**src/rtl/acquisition_scheduler.sv**
```systemverilog
// Frame acquisition scheduler: arms the datapath, fires periodic frame triggers, counts completed frames, flags overrun/timeout.
// Latency: outputs are registered; a trigger follows end-of-frame by one cycle at the earliest.
// Backpressure: end-of-frame counts only on a tvalid&tready&tlast beat, so a stalled tlast just holds the block in COLLECT.
module acquisition_scheduler #(
  parameter int unsigned TIMEOUT_CYCLES = 4000000,
  parameter int unsigned PERIOD_MIN     = 2
) (
  input  logic        master_clock,
  input  logic        resetn,
  input  logic        cfg_start,
  input  logic        cfg_stop,
  input  logic        cfg_raw_mode,
  input  logic [31:0] cfg_period,
  input  logic [15:0] cfg_burst_len,
  input  logic        frame_tvalid,
  input  logic        frame_tready,
  input  logic        frame_tlast,
  output logic        acq_enable,
  output logic        send_raw_data,
  output logic        frame_trigger,
  output logic        busy,
  output logic        done,
  output logic [15:0] frames_done,
  output logic        overrun,
  output logic        timeout,
  output logic [2:0]  dbg_state
);

  typedef enum logic [2:0] {
    IDLE        = 3'd0,
    ARM         = 3'd1,
    TRIGGER     = 3'd2,
    COLLECT     = 3'd3,
    WAIT_PERIOD = 3'd4,
    DONE        = 3'd5,
    ERROR       = 3'd6
  } state_t;

  state_t      state, state_nxt;
  logic [31:0] period, period_cnt, watchdog;
  logic [15:0] burst_len, frames_inc;
  logic        stop_pending, eof, period_near, wd_hit, burst_end;

  // period_cnt reads 0 in the cycle exactly `period` cycles after the trigger,
  // so a trigger is scheduled one cycle ahead, while the counter still reads 1.
  always_comb begin
    eof         = frame_tvalid & frame_tready & frame_tlast & (state == COLLECT);
    frames_inc  = (frames_done == 16'hFFFF) ? frames_done : frames_done + 16'd1;
    period_near = (period_cnt <= 32'd1);
    burst_end   = (burst_len != 16'd0) && (frames_inc == burst_len);
    // watchdog holds (cycles since trigger - 1): ERROR lands TIMEOUT_CYCLES after the pulse
    wd_hit      = (watchdog >= TIMEOUT_CYCLES - 32'd2);
    state_nxt   = state;
    case (state)
      IDLE:        if (cfg_start && !cfg_stop) state_nxt = ARM;
      ARM:         state_nxt = cfg_stop ? DONE : TRIGGER;
      TRIGGER:     state_nxt = cfg_stop ? DONE : COLLECT;
      COLLECT: begin
        if (eof) begin
          if (burst_end || stop_pending || cfg_stop) state_nxt = DONE;
          else if (period_near)                      state_nxt = TRIGGER;
          else                                       state_nxt = WAIT_PERIOD;
        end else if (wd_hit) begin
          state_nxt = ERROR;
        end
      end
      WAIT_PERIOD: begin
        if (cfg_stop)         state_nxt = DONE;
        else if (period_near) state_nxt = TRIGGER;
      end
      DONE:        state_nxt = IDLE;
      ERROR: begin
        if (cfg_stop)       state_nxt = IDLE;
        else if (cfg_start) state_nxt = ARM;
      end
      default:     state_nxt = IDLE;
    endcase
  end

  always_ff @(posedge master_clock or negedge resetn) begin
    if (!resetn) begin
      state         <= IDLE;
      dbg_state     <= 3'd0;
      acq_enable    <= 1'b0;
      busy          <= 1'b0;
      frame_trigger <= 1'b0;
      done          <= 1'b0;
      send_raw_data <= 1'b0;
      period        <= 32'd0;
      period_cnt    <= 32'd0;
      watchdog      <= 32'd0;
      burst_len     <= 16'd0;
      frames_done   <= 16'd0;
      overrun       <= 1'b0;
      timeout       <= 1'b0;
      stop_pending  <= 1'b0;
    end else begin
      state         <= state_nxt;
      dbg_state     <= state_nxt;
      acq_enable    <= (state_nxt == ARM) || (state_nxt == TRIGGER) ||
                       (state_nxt == COLLECT) || (state_nxt == WAIT_PERIOD);
      busy          <= (state_nxt != IDLE);
      frame_trigger <= (state_nxt == TRIGGER);
      done          <= (state_nxt == DONE);

      if (state == TRIGGER)        period_cnt <= period - 32'd1;
      else if (period_cnt != 32'd0) period_cnt <= period_cnt - 32'd1;

      if (state == TRIGGER)      watchdog <= 32'd0;
      else if (state == COLLECT) watchdog <= watchdog + 32'd1;

      // ARM is only ever entered from IDLE or ERROR: configuration snapshot and result clear
      if (state_nxt == ARM) begin
        period        <= (cfg_period < PERIOD_MIN) ? PERIOD_MIN : cfg_period;
        burst_len     <= cfg_burst_len;
        send_raw_data <= cfg_raw_mode;
        frames_done   <= 16'd0;
        overrun       <= 1'b0;
        timeout       <= 1'b0;
        stop_pending  <= 1'b0;
      end else begin
        if (eof) frames_done <= frames_inc;
        if (eof && state_nxt == TRIGGER && period_cnt == 32'd0) overrun <= 1'b1;
        if (state == COLLECT && state_nxt == ERROR) timeout <= 1'b1;
        if (state == DONE)                      stop_pending <= 1'b0;
        else if (state == COLLECT && cfg_stop)  stop_pending <= 1'b1;
      end
    end
  end

endmodule
```
**config.mk**
```make
export PLATFORM = sky130hd
export DESIGN_NAME = acquisition_scheduler
export DESIGN_NICKNAME = d
export VERILOG_FILES = /design/src/rtl/acquisition_scheduler.sv
export SDC_FILE = /design/constraint.sdc
export NUM_CORES = 1
export LEC_CHECK = 0
export ABC_AREA = 1
export CAP_MARGIN = 5
export CORE_MARGIN = 2
export CORE_UTILIZATION = 40
export CTS_BUF_LIST = sky130_fd_sc_hd__clkbuf_4 sky130_fd_sc_hd__clkbuf_8
export DETAILED_ROUTE_END_ITERATION = 7
export GPL_ROUTABILITY_DRIVEN = 0
export RECOVER_POWER = 100
export SLEW_MARGIN = 25
export SYNTH_ARGS = -nofsm -noshare
export SYNTH_HDL_FRONTEND = slang
export SYNTH_SLANG_ARGS = --single-unit
```
**constraint.sdc**
```tcl
create_clock -name master_clock -period 2.7 [get_ports master_clock]
set_clock_uncertainty 0.2 [all_clocks]
set_input_delay 0.81 -clock master_clock [delete_from_list [all_inputs] [get_ports master_clock]]
set_output_delay 0.81 -clock master_clock [all_outputs]
set_load 0.01 [all_outputs]
```
==> impl_metrics.json, run 1 <==
{
  "io_pins": 82,
  "clkTransAtPathRegs_ps": 90,
  "synth_nets": 1194,
  "grt_max_degree": 52,
  "violations": "setup timing",
  "nNetsFinal": 1434,
  "grt_pass1_vias": 7845,
  "rsz0062_at_grt": "yes",
  "fin_area_um2": 11350,
  "synth_ff_type": "dfrtp_1",
  "period_share": 1.131,
  "drt-pass1-iter-count": 5,
  "setup_violations": 72,
  "synth_edf_count": 0,
  "die_y_um": 147.2,
  "area_delta_synth_final_pct": 38.30,
  "nFillCells": 1939,
  "cts_buffers": 17,
  "via_count": 8174,
  "hp-class": "register to register",
  "dieArea_um2": 21670,
  "cts_buffer_depth": 2,
  "seq_area_um2": 3483,
  "via_per_inst": 4.939,
  "tritoncts": "done",
  "dpl.cell_count": 1603,
  "ant_nets": 0,
  "rows": 52,
  "critPathLaunchType": "register",
  "synth_top_area_frac": 0.4240,
  "cp-end-kind": "register",
  "ys_types": 45,
  "synth.ff_latch_count": 139,
  "synth-async-reset-ratio": 1.000,
  "maxSlewViolCount": 0,
  "worst_slack_ps": -352.4,
  "ys_warn_count": 0,
  "timing.fmax_ghz": 0.3276,
  "instances_no_fill": 1655,
  "multiInputGateArea_um2": 4355,
  "antenna_found_initial": 0,
  "drc": 0,
  "status": "complete, but fails checks",
  "cts_root_buf": "clkbuf_8",
  "finalSetupTns_ps": -20650,
  "yosysTopAreaCell": "dfrtp_1",
  "cp.required_ps": 2880,
  "worst_pin_slew_ps": 1137,
  "cts.htree.levels": 4,
  "syn_inst": 1132,
  "layout-drive-gt1-share": 0.2130,
  "crit_type": "register to register",
  "cts_sinks": 139,
  "die_x_um": 147.2,
  "start_util": 0.4068,
  "antenna_cells": 0,
  "grtUsageTotal": 0.2196,
  "fin_util": 0.5625,
  "drt-initial-drc-count": 513,
  "period_needed_ps": 3052,
  "yosys-top-cells-area": "dfrtp_1 (42%), nand2_1 (12%), inv_1 (6.5%)",
  "hold_viol_final": 0,
  "crit_fanout": 7,
  "placedInstanceArea_um2": 10370,
  "netlist_area_um2": 8204,
  "p_per_area_nw_per_um2": 931.9,
  "gr-total-overflow": 0,
  "slew_headroom": 0.2422,
  "ir_drop_v": 0.0006171,
  "finalPower_w": 0.01057,
  "clk_latency_ps": 450,
  "core-area_um2": 20170,
  "postSynthAreaPerCell_um2": 7.247,
  "drv_cap": 0,
  "seq_area_frac_synth": 0.4240,
  "p_leak_nw": 5.273,
  "arrival_ps": 3230,
  "drt_wl_total_um": 23500,
  "wl_per_cell_um": 14.20,
  "port_buffers": 81,
  "hpwl_um": 16880,
  "grt_pass1_wl_um": 38540
}
## sequential cells by signal (all words and copies together), names as in the netlist, 3 cells and up
name / flops
period: 32
period_cnt: 32
watchdog: 32
burst_len: 16
frames_done: 16
state: 3
## cell usage in the layout, fill, tap and decap left out, types with 11 or more instances in the layout
cell type	count
nand2_1	259
buf_4	153
inv_1	139
dfrtp_1	135
nor2_1	118
o21ai_0	87
clkdlybuf4s50_1	78
nand3_1	59
a21oi_1	46
xor2_1	40
nor3_1	24
nor2_2	20
nand4_1	20
nor4_1	18
o22ai_1	18
clkbuf_8	17
nand2_2	16
xnor2_1	11
## synthesized netlist by cell type (2+ instances only)
library cell	n
nor3_1	31
a21oi_1	46
xnor2_1	11
or2_2	3
nand2_2	7
inv_1	142
o211ai_1	4
o21ai_0	96
xor2_1	41
nand2_1	270
buf_2	9
a221oi_1	2
nor4_1	19
nand4_1	20
o22ai_1	18
inv_2	8
nor2_2	4
nor2_1	142
a211oi_1	4
dfrtp_1	139
nand3_1	67
nand3b_1	2
nor3b_1	2
nor2_4	2
clkbuf_1	14
ha_1	6
buf_6	3
a31oi_1	3
## routing by layer
metal  global-route usage  vias to the layer above  part of all wire
met2               0.3360                      173              0.45
met4              0.05433                        0             0.013
met5                    0                        -                 0
met1               0.3276                     3802              0.51
li1                     -                     4175                 -
met3              0.03261                       24             0.034
## worst paths after layout
check / start / cells past startpoint / to / slack [ps]
max: frames_done[0] / 22 / period[26] / -350
min: watchdog[31] / 1 / watchdog[31] / 270
max reg2reg: frames_done[0] / 22 / period[26] / -350
min reg2reg: watchdog[31] / 1 / watchdog[31] / 270
max in group asynchronous: resetn / 2 / frames_done[0] / 470
min in group asynchronous: resetn / 1 / state[2] / 370
## logic make-up after synthesis
| logic type | count (synthesis) | synth area share |
|---|---|---|
| DFF | 139 | 0.4240 |
| buffers and inverters | 177 | 0.08556 |
| adders and majority gates | 6 | 0.009150 |
| AOI/OAI and AO/OA | 184 | 0.1231 |
| xor gates and xnor gates | 52 | 0.05551 |
| and+or+nand+nor | 574 | 0.3027 |
## critical path: stages, from the launching register on
cell,delay (ps)
dfrtp_2,410
ha_4,180
nand2_4,60
nor2_4,130
nand2_4,80
nor2_4,160
buf_6,140
nand2_2,50
nand3_1,70
nand2_1,60
nor2_1,100
nand2_1,60
nor2_1,130
nand3_2,140
nand2_1,110
nand2_1,60
nand2_2,90
nand3_4,110
nor2_8,190
buf_12,160
clkbuf_16,150
nand2_1,50
o21ai_1,70
## area by class of cell
cell class | count | share of cell area
Inverter | 150 | 0.05029
Clock inverter | 15 | 0.01367
Sequential cell | 139 | 0.3070
Clock buffer | 17 | 0.02062
Tap cell | 270 | 0.02977
Multi-Input combinational cell | 816 | 0.3839
Timing Repair Buffer | 248 | 0.1948
## report_power, final
group / switching [W] / internal (W)
Sequential: 0.000563 / 0.00283
Clock: 0.000948 / 0.000763
Combinational: 0.00302 / 0.00245
Total: 0.00453 / 0.00604
## what timing repair did
| item | 4_1_cts | 5_1_grt |
|---|---|---|
| gates resized for setup | 16 | 87 |
| setup endpoints to repair | 82 | 106 |
| cloned | 1 | 4 |
| setup buffers | 8 | 8 |
| hold buffers | 0 | 0 |
| pin swaps | 2 | 29 |
## per-stage QoR
step                      hold slack (ps)  setup slack, ps
after floorplan                     234.5           -70.68
after global placement              256.1           -405.5
after detailed placement            254.1           -471.0
after CTS                           79.27           -397.9
after global routing                292.2           -584.9
final                               273.8           -352.4
No activity file was read; power rests on OpenSTA's default activity.
==> run 2, diff against run 1 <==
==> constraint.sdc (replaced) <==
create_clock -name master_clock -period 2.7 [get_ports master_clock]
set_clock_uncertainty 0.2 [all_clocks]
set_input_delay 0.54 -clock master_clock [delete_from_list [all_inputs] [get_ports master_clock]]
set_output_delay 0.54 -clock master_clock [all_outputs]
set_load 0.01 [all_outputs]
==> run 2 against run 1 <==
Compared with the run above:
- the flow still finishes with violations (setup timing)
- global-route usage grew 0.89 points
- register-to-register slack lost 20 ps
- utilization hardly changed
- flip-flop and latch count did not move
- combinational power rose by 11%
- critical path type unchanged
- largest power group unchanged
- highest routed layer unchanged
==> impl_metrics.json, run 2 (synthesis gave the netlist of run 1 again) <==
{
  "status": "complete, but fails checks",
  "violations": "setup timing",
  "r2r_cells": 22,
  "port_buffers": 81,
  "multiInputGateArea_um2": 4374,
  "ir_drop_v": 0.0005047,
  "cts_root_buf": "clkbuf_8",
  "wl_per_cell_um": 14.85,
  "core-area_um2": 20170,
  "maxSlewViolCount": 0,
  "cts_sinks": 139,
  "arrival_ps": 3230,
  "clkTransAtPathRegs_ps": 90,
  "cts_buffers": 17,
  "period_needed_ps": 3070,
  "grtUsageTotal": 0.2285,
  "r2r-start": "frames_done[7]",
  "final_cell_mix": "nand2_1 (247), inv_1 (140), dfrtp_1 (136), buf_4 (123), nor2_1 (117)",
  "tritoncts": "done",
  "hold_end": "send_raw_data",
  "cp.required_ps": 2860,
  "drt_wl_total_um": 24370,
  "hp-class": "register to register",
  "pwr-share-clk": 0.157,
  "seq_area_um2": 3482,
  "cts.htree.levels": 4,
  "area_delta_synth_final_pct": 38.28,
  "layout-drive-gt1-share": 0.2144,
  "cts_buffer_depth": 2,
  "die_y_um": 147.2,
  "reg2reg_to": "period[15]",
  "dpl.cell_count": 1575,
  "slew_headroom": 0.08483,
  "start_util": 0.4068,
  "p_sw_frac": 0.4272,
  "via_count": 8282,
  "nNetsFinal": 1421,
  "critPathLaunchType": "register",
  "grt_max_degree": 50,
  "hpwl_um": 16700,
  "p_per_area_nw_per_um2": 988.8,
  "largestRegisters": "period: 32 flops, period_cnt: 32 flops, watchdog: 32 flops",
  "final_common_cell": "nand2_1",
  "timing.fmax_ghz": 0.3257,
  "via_per_inst": 5.047,
  "place_ws_ps": -356.9,
  "drv_cap": 0,
  "grt_pass1_vias": 8040,
  "power_switching_w": 0.004792,
  "drt-pass1-iter-count": 5,
  "finalPower_w": 0.01122,
  "die_x_um": 147.2,
  "gr-total-overflow": 0,
  "p_leak_nw": 5.254,
  "rows": 52,
  "crit_type": "register to register",
  "placedInstanceArea_um2": 10170,
  "nFillCells": 1933,
  "ant_nets": 0,
  "cp-end-kind": "register",
  "dieArea_um2": 21670,
  "instances_no_fill": 1641,
  "drt-initial-drc-count": 510,
  "combPwrFrac": 0.539,
  "io_pins": 82,
  "antenna_found_initial": 0,
  "rsz0062_at_grt": "yes",
  "grt_pass1_wl_um": 39740,
  "seqPwrFrac": 0.304,
  "hold_viol_final": 0,
  "reg2reg_slack_ps": -370,
  "period_share": 1.137,
  "p_int_w": 0.006426,
  "setup_violations": 78,
  "clk_latency_ps": 470,
  "min_path_cells": 2,
  "antenna_cells": 0,
  "crit_fanout": 10,
  "finalSetupTns_ps": -21320,
  "fin_area_um2": 11340,
  "min-delay-start": "send_raw_data",
  "drc": 0,
  "worst_slack_ps": -370.0,
  "worst_pin_slew_ps": 1373
}
-- run 2: changes by cell type in the layout (fill, tap and decap cells not counted), moves of 4 or more --
cell	change
nand2_1	-12
o21ai_2	+8
o21ai_0	-14
buf_4	-30
dlygate4sd3_1	+21
buf_12	+4
o21ai_1	+6
clkdlybuf4s50_1	-18
nand2_2	+9
nand3_2	+4
-- run 2: final cells by class --
type                    count  area share
multi-input cells         816      0.3856
flip-flops and latches    139      0.3069
repair buffers            235      0.1922
inverters                 150     0.05073
well taps                 270     0.02978
clock buffers              17     0.02062
clock inverters            14     0.01412
-- run 2: worst max-delay path, stage by stage, from the launching register on --
cell       delay (ps)
dfrtp_1           430
nand2_1           110
nor2_2            180
nand2_4           100
nor2_4            150
inv_6              60
buf_6             140
nand2_4            60
nand3_2            70
nand2_2            80
nor2_2             50
nand2_1            70
nor2_2             40
nand3_2           100
nand3_2            90
buf_6             140
a21oi_4           160
inv_2              90
nor2_8            150
buf_12            120
buf_12            130
clkbuf_16         160
o21ai_0            70
-- run 2: per-stage QoR --
stage	util	hold slack (ps)
after floorplan	-	44.41
after global placement	0.5043	255.9
after detailed placement	0.5043	267.1
after CTS	0.5508	291.4
after global routing	0.5625	300.0
final	0.5625	286.0
-- run 2: worst max path at each step --
stage	startpoint	to	slack (ps)
after detailed placement	frames_done[1]	burst_len[4]	-360
after floorplan	frames_done[1]	stop_pending	-70
final	frames_done[7]	period[15]	-370
after global routing	frames_done[1]	period[13]	-520
after global placement	frames_done[1]	burst_len[8]	-280
after CTS	frames_done[1]	period[13]	-280
-- run 2: metal layers --
metal | wire (um) | GRT usage | part of all wire | vias to the layer above
met2 | 11300 | 0.3626 | 0.46 | 193
met1 | 11640 | 0.3198 | 0.48 | 3907
li1 | - | - | - | 4152
met3 | 1094 | 0.04348 | 0.045 | 30
met4 | 331 | 0.06587 | 0.014 | 0
met5 | 0 | 0 | 0 | -
-- run 2: repair_timing --
item	4_1_cts	5_1_grt
hold endpoints to repair	46	0
pin swaps	11	28
buffers inserted	17	12
cloned	5	2
endpoints found under the setup margin	75	96
gates resized for setup	85	68
hold buffers	1	0
-- run 2: power groups by stage --
| stage | Sequential, W | Combinational (W) | Clock, W |
|---|---|---|---|
| floorplan | 0.00336 | 0.00287 | 0 |
| global placement | 0.00340 | 0.00442 | 0 |
| detailed placement | 0.00340 | 0.00446 | 0 |
| CTS | 0.00337 | 0.00571 | 0.00179 |
| global route | 0.00351 | 0.00666 | 0.00187 |
| finish | 0.00341 | 0.00605 | 0.00176 |
==> run 3, diff against run 2 <==
--- a/config.mk
+++ b/config.mk
@@ -8,10 +8,12 @@
 export ABC_AREA = 1
 export CAP_MARGIN = 5
 export CORE_MARGIN = 2
-export CORE_UTILIZATION = 40
+export CORE_UTILIZATION = 54
 export CTS_BUF_LIST = sky130_fd_sc_hd__clkbuf_4 sky130_fd_sc_hd__clkbuf_8
 export DETAILED_ROUTE_END_ITERATION = 7
 export GPL_ROUTABILITY_DRIVEN = 0
+export MAX_ROUTING_LAYER = met4
+export PLACE_DENSITY = 0.79
 export RECOVER_POWER = 100
 export SLEW_MARGIN = 25
 export SYNTH_ARGS = -nofsm -noshare
==> run 3 against run 2 <==
Compared with the run above:
- the run still ends with setup timing left
- utilization grew 17 points
- worst setup slack got worse by 28 ps
- worst hold slack got worse by 6.4 ps
- clock-buffer cell count is 3 higher
- critical path depth grew 1
- fmax fell by 0.91%
- final cell count fell by 5.6%
- design area decreased by 3.0%
- die area down 25%
- register-to-register slack worse by 30 ps
- sequential power barely moved
- largest cell class unchanged
==> impl_metrics.json, run 3 (synthesis gave the netlist of run 1 again) <==
{
  "maxSlewViolCount": 0,
  "final_cell_mix": "nand2_1 (255), inv_1 (141), dfrtp_1 (138), nor2_1 (126), buf_4 (118)",
  "via_per_inst": 5.489,
  "min_path_cells": 2,
  "p_per_area_nw_per_um2": 978.5,
  "min-delay-start": "send_raw_data",
  "grt_max_degree": 56,
  "status": "complete, but fails checks",
  "die_x_um": 127.3,
  "slew_headroom": 0.1963,
  "r2r_cells": 23,
  "nFillCells": 1105,
  "nNetsFinal": 1410,
  "wl_per_cell_um": 15.32,
  "timing.fmax_ghz": 0.3228,
  "drv_cap": 0,
  "violations": "setup timing",
  "worst_pin_slew_ps": 1206,
  "clk_latency_ps": 470,
  "cp-end-kind": "register",
  "ir_drop_v": 0.0007693,
  "via_count": 8502,
  "crit_fanout": 31,
  "period_share": 1.147,
  "seq_area_um2": 3480,
  "period_needed_ps": 3098,
  "grt_pass1_vias": 8157,
  "ant_nets": 0,
  "hold_viol_final": 0,
  "instances_no_fill": 1549,
  "reg2reg_to": "burst_len[10]",
  "grt_pass1_wl_um": 38570,
  "rsz0062_at_grt": "yes",
  "start_util": 0.5457,
  "drt_wl_total_um": 23730,
  "multiInputGateArea_um2": 4277,
  "cts.htree.levels": 4,
  "cts_root_buf": "clkbuf_8",
  "tritoncts": "done",
  "hold_end": "send_raw_data",
  "crit_type": "register to register",
  "final_common_cell": "nand2_1",
  "port_buffers": 81,
  "gr-total-overflow": 0,
  "io_pins": 82,
  "dieArea_um2": 16200,
  "setup_violations": 78,
  "critPathLaunchType": "register",
  "core-area_um2": 15030,
  "antenna_cells": 0,
  "dpl.cell_count": 1493,
  "die_y_um": 127.3,
  "reg2reg_slack_ps": -400,
  "cts_buffers": 17,
  "arrival_ps": 3280,
  "hpwl_um": 16030,
  "area_delta_synth_final_pct": 34.18,
  "hp-class": "register to register",
  "layout-drive-gt1-share": 0.1903,
  "rows": 45,
  "drc": 0,
  "cts_sinks": 139,
  "place_ws_ps": -338.7,
  "cts_buffer_depth": 2,
  "worst_slack_ps": -398.1,
  "antenna_found_initial": 0,
  "grtUsageTotal": 0.3059,
  "drt-pass1-iter-count": 6,
  "cp.required_ps": 2880,
  "clkTransAtPathRegs_ps": 90,
  "r2r-start": "frames_done[1]",
  "drt-initial-drc-count": 615,
  "largestRegisters": "period: 32 flops, period_cnt: 32 flops, watchdog: 32 flops",
  "p_leak_nw": 5.181,
  "setup.worst_path.start": "frames_done[1]"
}
==> run 3: cell count changes in the layout (fill, tap and decap cells not counted), sizes merged <==
cell / before / now
clkinv: 2 / 4
buf: 141 / 131
dlygate4sd3: 21 / 27
clkbuf: 30 / 32
inv: 157 / 151
clkdlybuf4s50: 60 / 54
bufinv: 2 / 3
clkinvlp: 3 / 4
==> run 3: worst max path at each step <==
| stage | end | slack, ps | cells after the start |
|---|---|---|---|
| final | burst_len[10] | -400 | 23 |
| after global routing | period[13] | -570 | 24 |
| after CTS | period[4] | -290 | 22 |
| after detailed placement | period[16] | -340 | 22 |
| after global placement | period[7] | -210 | 18 |
| after floorplan | stop_pending | -70 | 21 |
==> run 3: layout make-up <==
class / instances / area share
tap: 188 / 0.02137
inverter: 150 / 0.05228
timing repair buffer: 224 / 0.1824
sequential: 139 / 0.3161
clock inverter: 12 / 0.01489
multi-input combinational: 816 / 0.3885
clock buffer: 20 / 0.02444
==> run 3: repair_timing <==
action                                  CTS  global route
buffers inserted                         12             9
cloned                                    3             0
endpoints found under the setup margin   74            96
endpoints found under the hold margin    39             0
pin swaps                                10            21
hold buffers                              1             0
gates resized for setup                  41            78
==> run 3: stage by stage <==
step	TNS [ps]	hold slack, ps	power [W]	cell area (um^2)	util
final	-24710	279.6	0.01077	11010	0.7323
after floorplan	-2404	44.41	0.006221	8219	-
after CTS	-15820	276.9	0.01043	10850	0.7214
after global routing	-43230	308.5	0.01150	11010	0.7323
after global placement	-12670	253.9	0.007701	10080	0.6705
after detailed placement	-19610	261.3	0.007860	10080	0.6705
==> run 3: worst max-delay path, stage by stage, from the launching register on <==
cell      delay (ps)
dfrtp_1          420
ha_4             180
nand2_4           60
nor2_4           120
nand2_4           70
nor2_4           130
clkinv_4         120
buf_8            160
nand2_2           70
nand2_1           50
nand2_1           70
nor2_1            40
nand2_1           80
nor2_2            50
nand3_2           80
nand3_2           80
buf_6            140
a21oi_4          170
inv_4             70
nor2_8           120
buf_12           170
buf_16           180
nand2_1           60
o21ai_1           90
==> run 3: report_power, final <==
group / internal (W) / leakage [nW] / switching [W]
sequential: 0.00282 / 1.78 / 0.000597
clock: 0.000984 / 0.206 / 0.000868
combinational: 0.00240 / 3.20 / 0.00309
==> run 3: routing by layer <==
layer / global-route usage / share of wire / vias to the layer above
met5: - / 0 / -
met4: 0.1099 / 0.020 / 0
met3: 0.05528 / 0.065 / 50
met2: 0.4866 / 0.48 / 322
met1: 0.3959 / 0.44 / 3998
li1: - / - / 4132
